<file path="src/rtl/pc_pkg.sv">
// Shared types and helpers for the fetch-stage program-counter sequencer.
package pc_pkg;

   // The sequencer is either fetching normally or parked after a misaligned redirect
   typedef enum logic {
      PC_RUN,
      PC_FAULT
   } pc_state_t;

   typedef enum logic [2:0] {
      SEL_SEQ,
      SEL_BRANCH,
      SEL_JUMP,
      SEL_TRAP,
      SEL_HOLD
   } next_pc_sel_t;

   // Only the two low address bits matter for the supported alignments of 2 and 4 bytes
   function automatic logic is_aligned(input logic [1:0] addr, input int unsigned ialign);
      if (ialign == 2)
         return (addr[0] == 1'b0);
      return (addr == 2'b00);
   endfunction

endpackage

</file>
<file path="src/rtl/return_address_stack.sv">
// Circular return-address stack; the oldest entry is silently overwritten when a push arrives while full.
module return_address_stack #(
   parameter int XLEN      = 32,
   parameter int RAS_DEPTH = 4
) (
   input  logic            clk,
   input  logic            reset,
   input  logic            update,
   input  logic            push,
   input  logic            pop,
   input  logic [XLEN-1:0] pushData,
   output logic [XLEN-1:0] top,
   output logic            empty,
   output logic            full
);

   localparam int PTR_W = $clog2(RAS_DEPTH);
   localparam int CNT_W = PTR_W + 1;
   localparam logic [CNT_W-1:0] DEPTH_COUNT = CNT_W'(RAS_DEPTH);

   logic [XLEN-1:0]  entries [RAS_DEPTH];
   logic [PTR_W-1:0] ptr;
   logic [PTR_W-1:0] topIdx;
   logic [CNT_W-1:0] count;

   // ptr names the next free slot, so the newest entry always sits one slot behind it
   assign topIdx = ptr - PTR_W'(1);
   assign empty  = (count == '0);
   assign full   = (count == DEPTH_COUNT);
   assign top    = empty ? '0 : entries[topIdx];

   // A simultaneous push and pop swaps the top entry in place; on an empty stack it degrades to a plain push.
   // Pointer wrap on a full push reuses the oldest slot while the count saturates at the depth.
   always_ff @(posedge clk or posedge reset) begin
      if (reset) begin
         ptr   <= '0;
         count <= '0;
         for (int i = 0; i < RAS_DEPTH; i++)
            entries[i] <= '0;
      end else if (update) begin
         if (push && pop && !empty) begin
            entries[topIdx] <= pushData;
         end else if (push) begin
            entries[ptr] <= pushData;
            ptr          <= ptr + PTR_W'(1);
            if (!full)
               count <= count + CNT_W'(1);
         end else if (pop && !empty) begin
            ptr   <= topIdx;
            count <= count - CNT_W'(1);
         end
      end
   end

endmodule

</file>
<file path="src/rtl/pc_sequencer.sv">
// Fetch-stage program counter: redirect priority, misaligned-target fault hold and call/return prediction.
module pc_sequencer
   import pc_pkg::*;
#(
   parameter int               XLEN         = 32,
   parameter logic [XLEN-1:0]  RESET_VECTOR = '0,
   parameter int unsigned      IALIGN       = 4,
   parameter int               RAS_DEPTH    = 4
) (
   input  logic            clk,
   input  logic            reset,
   input  logic            stall,
   input  logic            trap_enable,
   input  logic [XLEN-1:0] trap_vector,
   input  logic            jump_enable,
   input  logic [XLEN-1:0] jump_target_address,
   input  logic            branch_enable,
   input  logic [XLEN-1:0] branch_address,
   input  logic            ras_push,
   input  logic            ras_pop,
   output logic [XLEN-1:0] pc,
   output logic [XLEN-1:0] pc_plus4,
   output logic [XLEN-1:0] ras_top,
   output logic            ras_empty,
   output logic            ras_full,
   output logic            misaligned_fault,
   output logic [XLEN-1:0] fault_address
);

   pc_state_t       state;
   next_pc_sel_t    nextSel;
   logic [XLEN-1:0] redirectTarget;
   logic [XLEN-1:0] nextPc;
   logic            targetMisaligned;
   logic            rasUpdate;

   assign pc_plus4 = pc + XLEN'(4);

   // Pick the next-PC source; while faulted only a trap can move the PC, everything else holds it
   always_comb begin
      nextSel = SEL_SEQ;
      if (state == PC_FAULT)
         nextSel = trap_enable ? SEL_TRAP : SEL_HOLD;
      else if (trap_enable)
         nextSel = SEL_TRAP;
      else if (stall)
         nextSel = SEL_HOLD;
      else if (jump_enable)
         nextSel = SEL_JUMP;
      else if (branch_enable)
         nextSel = SEL_BRANCH;
   end

   // Only the winning redirect is alignment-checked, and trap vectors are trusted as-is
   assign redirectTarget   = (nextSel == SEL_JUMP) ? jump_target_address : branch_address;
   assign targetMisaligned = ((nextSel == SEL_JUMP) || (nextSel == SEL_BRANCH)) &&
                             !is_aligned(redirectTarget[1:0], IALIGN);
   assign rasUpdate        = (state == PC_RUN) && !trap_enable && !stall && !targetMisaligned;

   // A misaligned redirect is refused, so the PC stays put instead of taking the target
   always_comb begin
      nextPc = pc_plus4;
      case (nextSel)
         SEL_TRAP:             nextPc = trap_vector;
         SEL_JUMP, SEL_BRANCH: nextPc = targetMisaligned ? pc : redirectTarget;
         SEL_HOLD:             nextPc = pc;
         default:              nextPc = pc_plus4;
      endcase
   end

   // PC register and RUN/FAULT state machine; fault_address survives the trap exit until the next fault
   always_ff @(posedge clk or posedge reset) begin
      if (reset) begin
         pc               <= RESET_VECTOR;
         state            <= PC_RUN;
         misaligned_fault <= 1'b0;
         fault_address    <= '0;
      end else begin
         pc <= nextPc;
         case (state)
            PC_RUN: begin
               if (targetMisaligned) begin
                  state            <= PC_FAULT;
                  misaligned_fault <= 1'b1;
                  fault_address    <= redirectTarget;
               end
            end
            PC_FAULT: begin
               if (trap_enable) begin
                  state            <= PC_RUN;
                  misaligned_fault <= 1'b0;
               end
            end
            default: state <= PC_RUN;
         endcase
      end
   end

   return_address_stack #(
      .XLEN      (XLEN),
      .RAS_DEPTH (RAS_DEPTH)
   ) rasInst (
      .clk      (clk),
      .reset    (reset),
      .update   (rasUpdate),
      .push     (ras_push),
      .pop      (ras_pop),
      .pushData (pc_plus4),
      .top      (ras_top),
      .empty    (ras_empty),
      .full     (ras_full)
   );

endmodule
</file>
<file path="config.mk">
export PLATFORM = sky130hd
export DESIGN_NAME = pc_sequencer
export DESIGN_NICKNAME = d
export VERILOG_FILES = /design/src/rtl/pc_pkg.sv /design/src/rtl/return_address_stack.sv /design/src/rtl/pc_sequencer.sv
export SDC_FILE = /design/constraint.sdc
export NUM_CORES = 1
export LEC_CHECK = 0
export CORE_MARGIN = 1.5
export CORE_UTILIZATION = 50
export DETAILED_ROUTE_END_ITERATION = 12
export PLACE_DENSITY = 0.88
export SYNTH_ARGS = -nofsm -noshare
export SYNTH_HDL_FRONTEND = slang
export SYNTH_HIERARCHICAL = 1
export SYNTH_SLANG_ARGS = --single-unit
</file>
<file path="constraint.sdc">
create_clock -name clk -period 7.2 [get_ports clk]
set_input_delay 2.16 -clock clk [delete_from_list [all_inputs] [get_ports clk]]
set_output_delay 2.16 -clock clk [all_outputs]
set_load 0.03 [all_outputs]
</file>
## After elaboration in Yosys (flattened, before gate mapping)

Index checks and enable logic that the tools add are counted.

| operators by class | value |
|---|---|
| add/sub/neg operators | 5 |
| magnitude comparators | 4 |
| equality and inequality tests | 9 |
| muxes and demuxes | 32 |
| bitwise logic cells | 5 |
| reductions and logical operators | 26 |

Operators by type and width:

| operator | number |
|---|---|
| 128-bit bitwise mux | 2 |
| 128-bit 2-to-1 mux | 2 |
| 32-bit 2-to-1 mux | 7 |
| 32-bit demux with 2-bit select | 2 |
| 32-bit one-hot mux with 3 select lines | 1 |
| 32-bit binary-select mux with 2-bit select | 1 |
| 32-bit by 3-bit adder with 32-bit output, second input constant | 1 |
| 3-bit 2-to-1 mux | 7 |
| 1-bit logical AND | 9 |
| 2-bit inequality test, second input constant | 4 |
| 2-bit AND reduction | 4 |
| 3-bit by 2-bit equality test with 1-bit output, second input constant | 2 |
| 3-bit equality test, second input constant | 2 |
| 3-bit >= comparator, second input constant | 2 |
| 3-bit by 1-bit < comparator with 1-bit output, second input constant | 2 |
| 2-bit 2-to-1 mux | 3 |
| 2-bit NOT with 3-bit output | 2 |
| 1-bit zero test | 5 |
| 1-bit 2-to-1 mux | 5 |
| 1-bit one-hot mux with 2 select lines | 2 |
| 4-bit AND reduction | 1 |
| 2-bit nonzero test | 2 |
| 3-bit by 1-bit adder with 3-bit output, second input constant | 1 |
| 3-bit by 1-bit equality test with 1-bit output, second input constant | 1 |
| 9 further kinds | 11 |

| storage, ports and cells | value |
|---|---|
| register bits | 199 |
| input port bits | 104 |
| output and inout bits | 131 |
| logic and storage cells | 91 |

## Longest topological paths before layout

| depth | value |
|---|---|
| word-level depth | 13 |
| gate-level depth with buffers | 10 |
| depth with buffers taken out | 7 |

## Cells and area by module

The synthesis kept the hierarchy.

By module, submodules not included:

| module | times used | cells each | area each (µm²) |
|---|---|---|---|
| return_address_stack | 1 | 399 | 6294.8 |
| pc_sequencer | 1 | 462 | 4086.4 |

## Worst setup path after synthesis

No wires, ideal clock.

| path | value |
|---|---|
| path type | input to register |
| start point | input port stall |
| end point | register rasInst/entries[1] (netlist name) |
| library setup time | 0.127 ns |
| arrival time | 4.593 ns |
| required time | 7.073 ns |
| setup slack | 2.479 ns |
| stages on the path | 8 |
| buffers on the path | 2 |
| cells stage by stage | or4b_1 buf_2 mux2i_4 a211oi_1 and2_1 o311ai_2 buf_6 mux2_1 |

| between the ends | value |
|---|---|
| cells in the longest elaborated chain, start to end | 11 |
| elaborated cells between the ends (all ways) | 15 |
| those cells by class | 2 x eq/ne; 4 x mux; 9 x reduce/logical |

RTL lines:

| item | RTL line | RTL |
|---|---|---|
| from (decl) | pc_sequencer.sv:12 | `input logic stall,` |
| 3-bit 2-to-1 mux | pc_sequencer.sv:46 | `else if (stall)` |
| 3-bit 2-to-1 mux | pc_sequencer.sv:44 | `else if (trap_enable)` |
| 3-bit 2-to-1 mux | pc_sequencer.sv:42 | `if (state == PC_FAULT)` |
| 3-bit by 2-bit equality test with 1-bit output | pc_sequencer.sv:55, pc_sequencer.sv:56 |  |
| 32-bit 2-to-1 mux | pc_sequencer.sv:55 | `assign redirectTarget = (nextSel == SEL_JUMP) ? jump_target_address : branch_address;` |
| 2-bit zero test | pc_pkg.sv:22 | `return (addr == 2'b00);` |
| 1-bit zero test | pc_sequencer.sv:57 | `!is_aligned(redirectTarget[1:0], IALIGN);` |
| 1-bit logical AND | pc_sequencer.sv:56 | `assign targetMisaligned = ((nextSel == SEL_JUMP) \|\| (nextSel == SEL_BRANCH)) &&` |
| 1-bit zero test | pc_sequencer.sv:58 | `assign rasUpdate = (state == PC_RUN) && !trap_enable && !stall && !targetMisaligned;` |
| 1-bit logical AND * | pc_sequencer.sv:58 |  |
| net rasUpdate | pc_sequencer.sv:35 | `logic rasUpdate;` |
| 2-bit AND reduction (no source line) * | n/a |  |
| to (signal, indexed assignment) | return_address_stack.sv:42 | `entries[topIdx] <= pushData;` |
| to (signal, indexed assignment) | return_address_stack.sv:44 | `entries[ptr] <= pushData;` |
| to (decl) | return_address_stack.sv:21 | `logic [XLEN-1:0] entries [RAS_DEPTH];` |

Mark *: on every way through the listed nets, which the timed path passes. The rest lies on a longest branch.
A chain may end at the register's enable or synchronous reset.

## Final worst setup path

| path | value |
|---|---|
| start point | register rasInst.ptr[0] |
| end point | output port ras_top[0] |

| between the ends | value |
|---|---|
| cells in the longest elaborated chain, start to end | 6 |

RTL lines:

| item | RTL line | RTL |
|---|---|---|
| from (decl) | return_address_stack.sv:22 | `logic [PTR_W-1:0] ptr;` |
| from (signal assigned) | return_address_stack.sv:45 | `ptr <= ptr + PTR_W'(1);` |
| from (signal assigned) | return_address_stack.sv:49 | `ptr <= topIdx;` |
| 2-bit by 1-bit subtractor with 2-bit output | return_address_stack.sv:27 | `assign topIdx = ptr - PTR_W'(1);` |
| net rasInst.topIdx[0] | return_address_stack.sv:23 | `logic [PTR_W-1:0] topIdx;` |
| 2-bit NOT with 3-bit output (not written as such) | return_address_stack.sv:30 | `assign top = empty ? '0 : entries[topIdx];` |
| 32-bit binary-select mux with 2-bit select | return_address_stack.sv:30 |  |
| 32-bit 2-to-1 mux (not written as such) (2 in series) | return_address_stack.sv:30 |  |
| 32-bit 2-to-1 mux | return_address_stack.sv:30 |  |
| to (decl) | pc_sequencer.sv:23 | `output logic [XLEN-1:0] ras_top,` |

The timed path passes the listed nets, and every way through them passes these cells. The select of a mux whose other input is x is not followed.

==> metrics.md <==
| Metric | Value |
|---|---|
| Clk slew on worst S/H paths | 0.07 ns |
| Initial Util | between 50% and 60% |
| Total Nets Final | 1180 |
| Core area | approximately 20000 sq um |
| Period minus WS final | about 6.3 ns |
| Iter 0 DRT Violations | between 600 and 700 |
| Fmax | about 0.16 GHz |
| Fin Clk Skew | between 0.01 and 0.015 ns |
| Post-route setup TNS | 0 ns |
| Period Utilization, post-route | roughly 87% |
| CP Max Fanout | 35 |
| Via count | 7828 |
| MaxCap Viol Count | 0 |
| Commonest non-fill, non-tap cell in the layout | clkdlybuf4s50_1 |
| H-tree depth | 4 |
| Main area contributors after synthesis | dfrtp_1, mux2_2, mux4_2, nand2_1, o21ai_0 |
| DR WL/cell | slightly above 20 microns |
| Reg area | around 5000 sq um |
| Die Y-Extent | 147 microns |
| Multi-input gate area | roughly 5000 sq um |
| DIE WIDTH | roughly 150 microns |
| Post-cts gate resize count | 0 |
| DR pass1 iterations | 5 |
| Die ar. | roughly 22000 sq um |
| Cell taking the most area after synthesis | dfrtp_1 |
| CTS Buf Count | 17 |
| Critical Path End Type | output port |
| Filler cells | 1518 |
| Initial antenna violation count | 0 |
| Worst min path class | register to register |
| Arr. time, crit path | between 4 and 5 ns |
| Max Slew Vio Count | 0 |
| Antenna Diode Count | 0 |
| Non-filler instance count after layout | 1353 |
| Seq/Total Area, Yosys | between 40% and 50% |
| Placed instance count | 1321 |
| Final hold vios | 0 |
| Library cells used by synthesis | slightly above 60 |
| HPWL after DPL | slightly above 20000 microns |
| Least-Margin Pin Slew | approximately 1.2 ns |
| Commonest non-fill, non-tap cells in the layout | clkdlybuf4s50_1, dfrtp_1, mux2_2 |
| Slowest cell on crit path | dfrtp_2 |
| DRT Wirelength | about 28000 microns |
| WP data required | 5.04 ns |
| Final setup vio count | 0 |
| CTS max path bufs | 2 |
| WS Path Type | register to output port |
| Net Count, Synth | roughly 1000 |
| CP max stage delay | approximately 1.1 ns |
| #FFs+latches synth | 199 |
| GRT Total Usage | around a quarter |
| Post-DRT Antenna Nets | 0 |
| First-pass GRT wire length | about 44000 microns |
| Netlist Area Pre-Place | 10400 sq um |
| CTS tree | yes |
| Fin area | 13400 sq um |
| Worst slew margin | between 20% and 30% |
| Post-route DRC violation count | 0 |
| Top-Level Pins | around 240 |
| Worst setup SP type | register |
| Peak supply drop | 0.000165 V |
| GRT overflow | 0 |
| Synth Instances | 861 |
| RSZ-0062 raised after global routing | false |
| Clock Latency Late Sink | about 0.44 ns |
| Leakage power | ~5.7 nW |
| Clock sink count | 199 |
| Pin count of the biggest net entering global routing | 67 |
| Layout cells sized above 1 | between 10% and 20% |
| Post-CTS Setup Repair Bufs | 0 |
| I/O Buffers | roughly 230 |
| Power Total | between 5 and 6 mW |
| Asr flop ratio synth | 100% |
| CP Cell Sequence | inv_1, ha_1, buf_4, mux4_2, nor2b_1, clkdlybuf4s50_1 |
| PD cells | just over 400 nW/um^2 |
| Cell Rows | between 50 and 60 |
| Post-Place Cell Area | 12900 sq um |
| Area Growth Syn to Fin | 29.5% |
| Hold-fix buffer count after cts | 0 |
| GP Congestion | about 0.86 |
| Status | complete, no violations |
| Yosys top cell area share | a little under half |
| Vias per std cell | roughly 5.8 |
| Root buf cell | clkbuf_16 |
| Average size of a mapped cell | around 12 sq um |
| Top_reg_cell synth | dfrtp_1 |
| Flop2flop setup slack | between 3 and 4 ns |
| Number of global-route vias before repair | slightly below 8000 |
| Synth warn | 6 |
| Post-synth EDFFs | 0 |
-- Yosys cell counts, types with 9 or more instances --
master,count
buf_6,16
nor2b_1,33
nand2_1,79
mux2_2,113
mux4_2,32
xor2_1,11
o21ai_1,14
buf_2,16
dfrtp_1,199
nand3_1,13
nor2_1,30
xnor2_1,21
inv_1,20
mux2i_1,24
a21oi_1,15
clkbuf_1,22
o21ai_0,51
nand4_1,9
a221oi_1,11
mux2_1,22
-- flip-flops by register name, indices dropped and copies added, names as in the netlist --
register / cells
fault_address: 32
misaligned_fault: 1
pc: 32
rasInst/count: 3
rasInst/entries: 128
rasInst/ptr: 2
state: 1
-- path summary, 6_finish.rpt --
kind | startpoint | depth (start not counted) | to
worst max register to register | state | 8 | rasInst/entries[39]
max in group asynchronous | reset | 3 | rasInst/entries[58]
worst min-delay path | fault_address[7] | 2 | fault_address[7]
min in group asynchronous | reset | 2 | rasInst/entries[40]
worst max-delay path | rasInst/ptr[0] | 6 | ras_top[0]
worst min register to register | fault_address[7] | 2 | fault_address[7]
-- layout make-up --
class | instances | share of cell area (%)
clock buffers | 22 | 3.53
clock inverters | 10 | 0.875
inverters | 20 | 0.577
multi-input cells | 582 | 37.1
flip-flops and latches | 199 | 37.0
well taps | 270 | 2.51
repair buffers | 250 | 18.3
-- through the flow --
stage	hold WS (ns)	util, %	worst slack (ns)
after floorplan	0.459	-	1.49
after global placement	0.464	63.3	1.39
after detailed placement	0.470	63.3	1.34
after CTS	0.486	66.2	0.888
after global routing	0.515	66.2	0.697
final	0.486	66.2	0.938
-- power breakdown --
| part | internal (mW) | switching (mW) | leakage, nW | total [mW] |
|---|---|---|---|---|
| Sequential | 1.54 | 0.344 | 2.51 | 1.88 |
| Clock | 0.542 | 0.420 | 0.291 | 0.962 |
| Combinational | 1.29 | 1.32 | 2.91 | 2.62 |
-- worst max-delay path, delay by kind of cell (launching register included) --
family / cells / cell delay (ns)
adder cells (fa/ha/maj): 1 / 0.54
AND/OR/NAND/NOR: 1 / 0.14
buffers and inverters: 3 / 1.31
flip-flops: 1 / 1.09
multiplexers: 1 / 0.55
-- layer usage --
layer	GRT usage, %	wire length, microns	vias to the layer above
met5	0	0	-
met4	8.25	616	0
met3	6.12	1750	43
met2	42.7	13600	284
met1	34.8	11800	3939
li1	-	-	3562
-- cells by family after synthesis --
kind of cell    after synthesis  share of synthesized area [%]
simple gates                200                           9.80
flops                       199                           48.0
mux                         192                           24.1
compound gates              152                           10.2
buf+inv                      80                           4.46
xor+xnor                     32                           2.70
fa+ha+maj                     6                          0.795
Power figures use the tool's default switching activity.
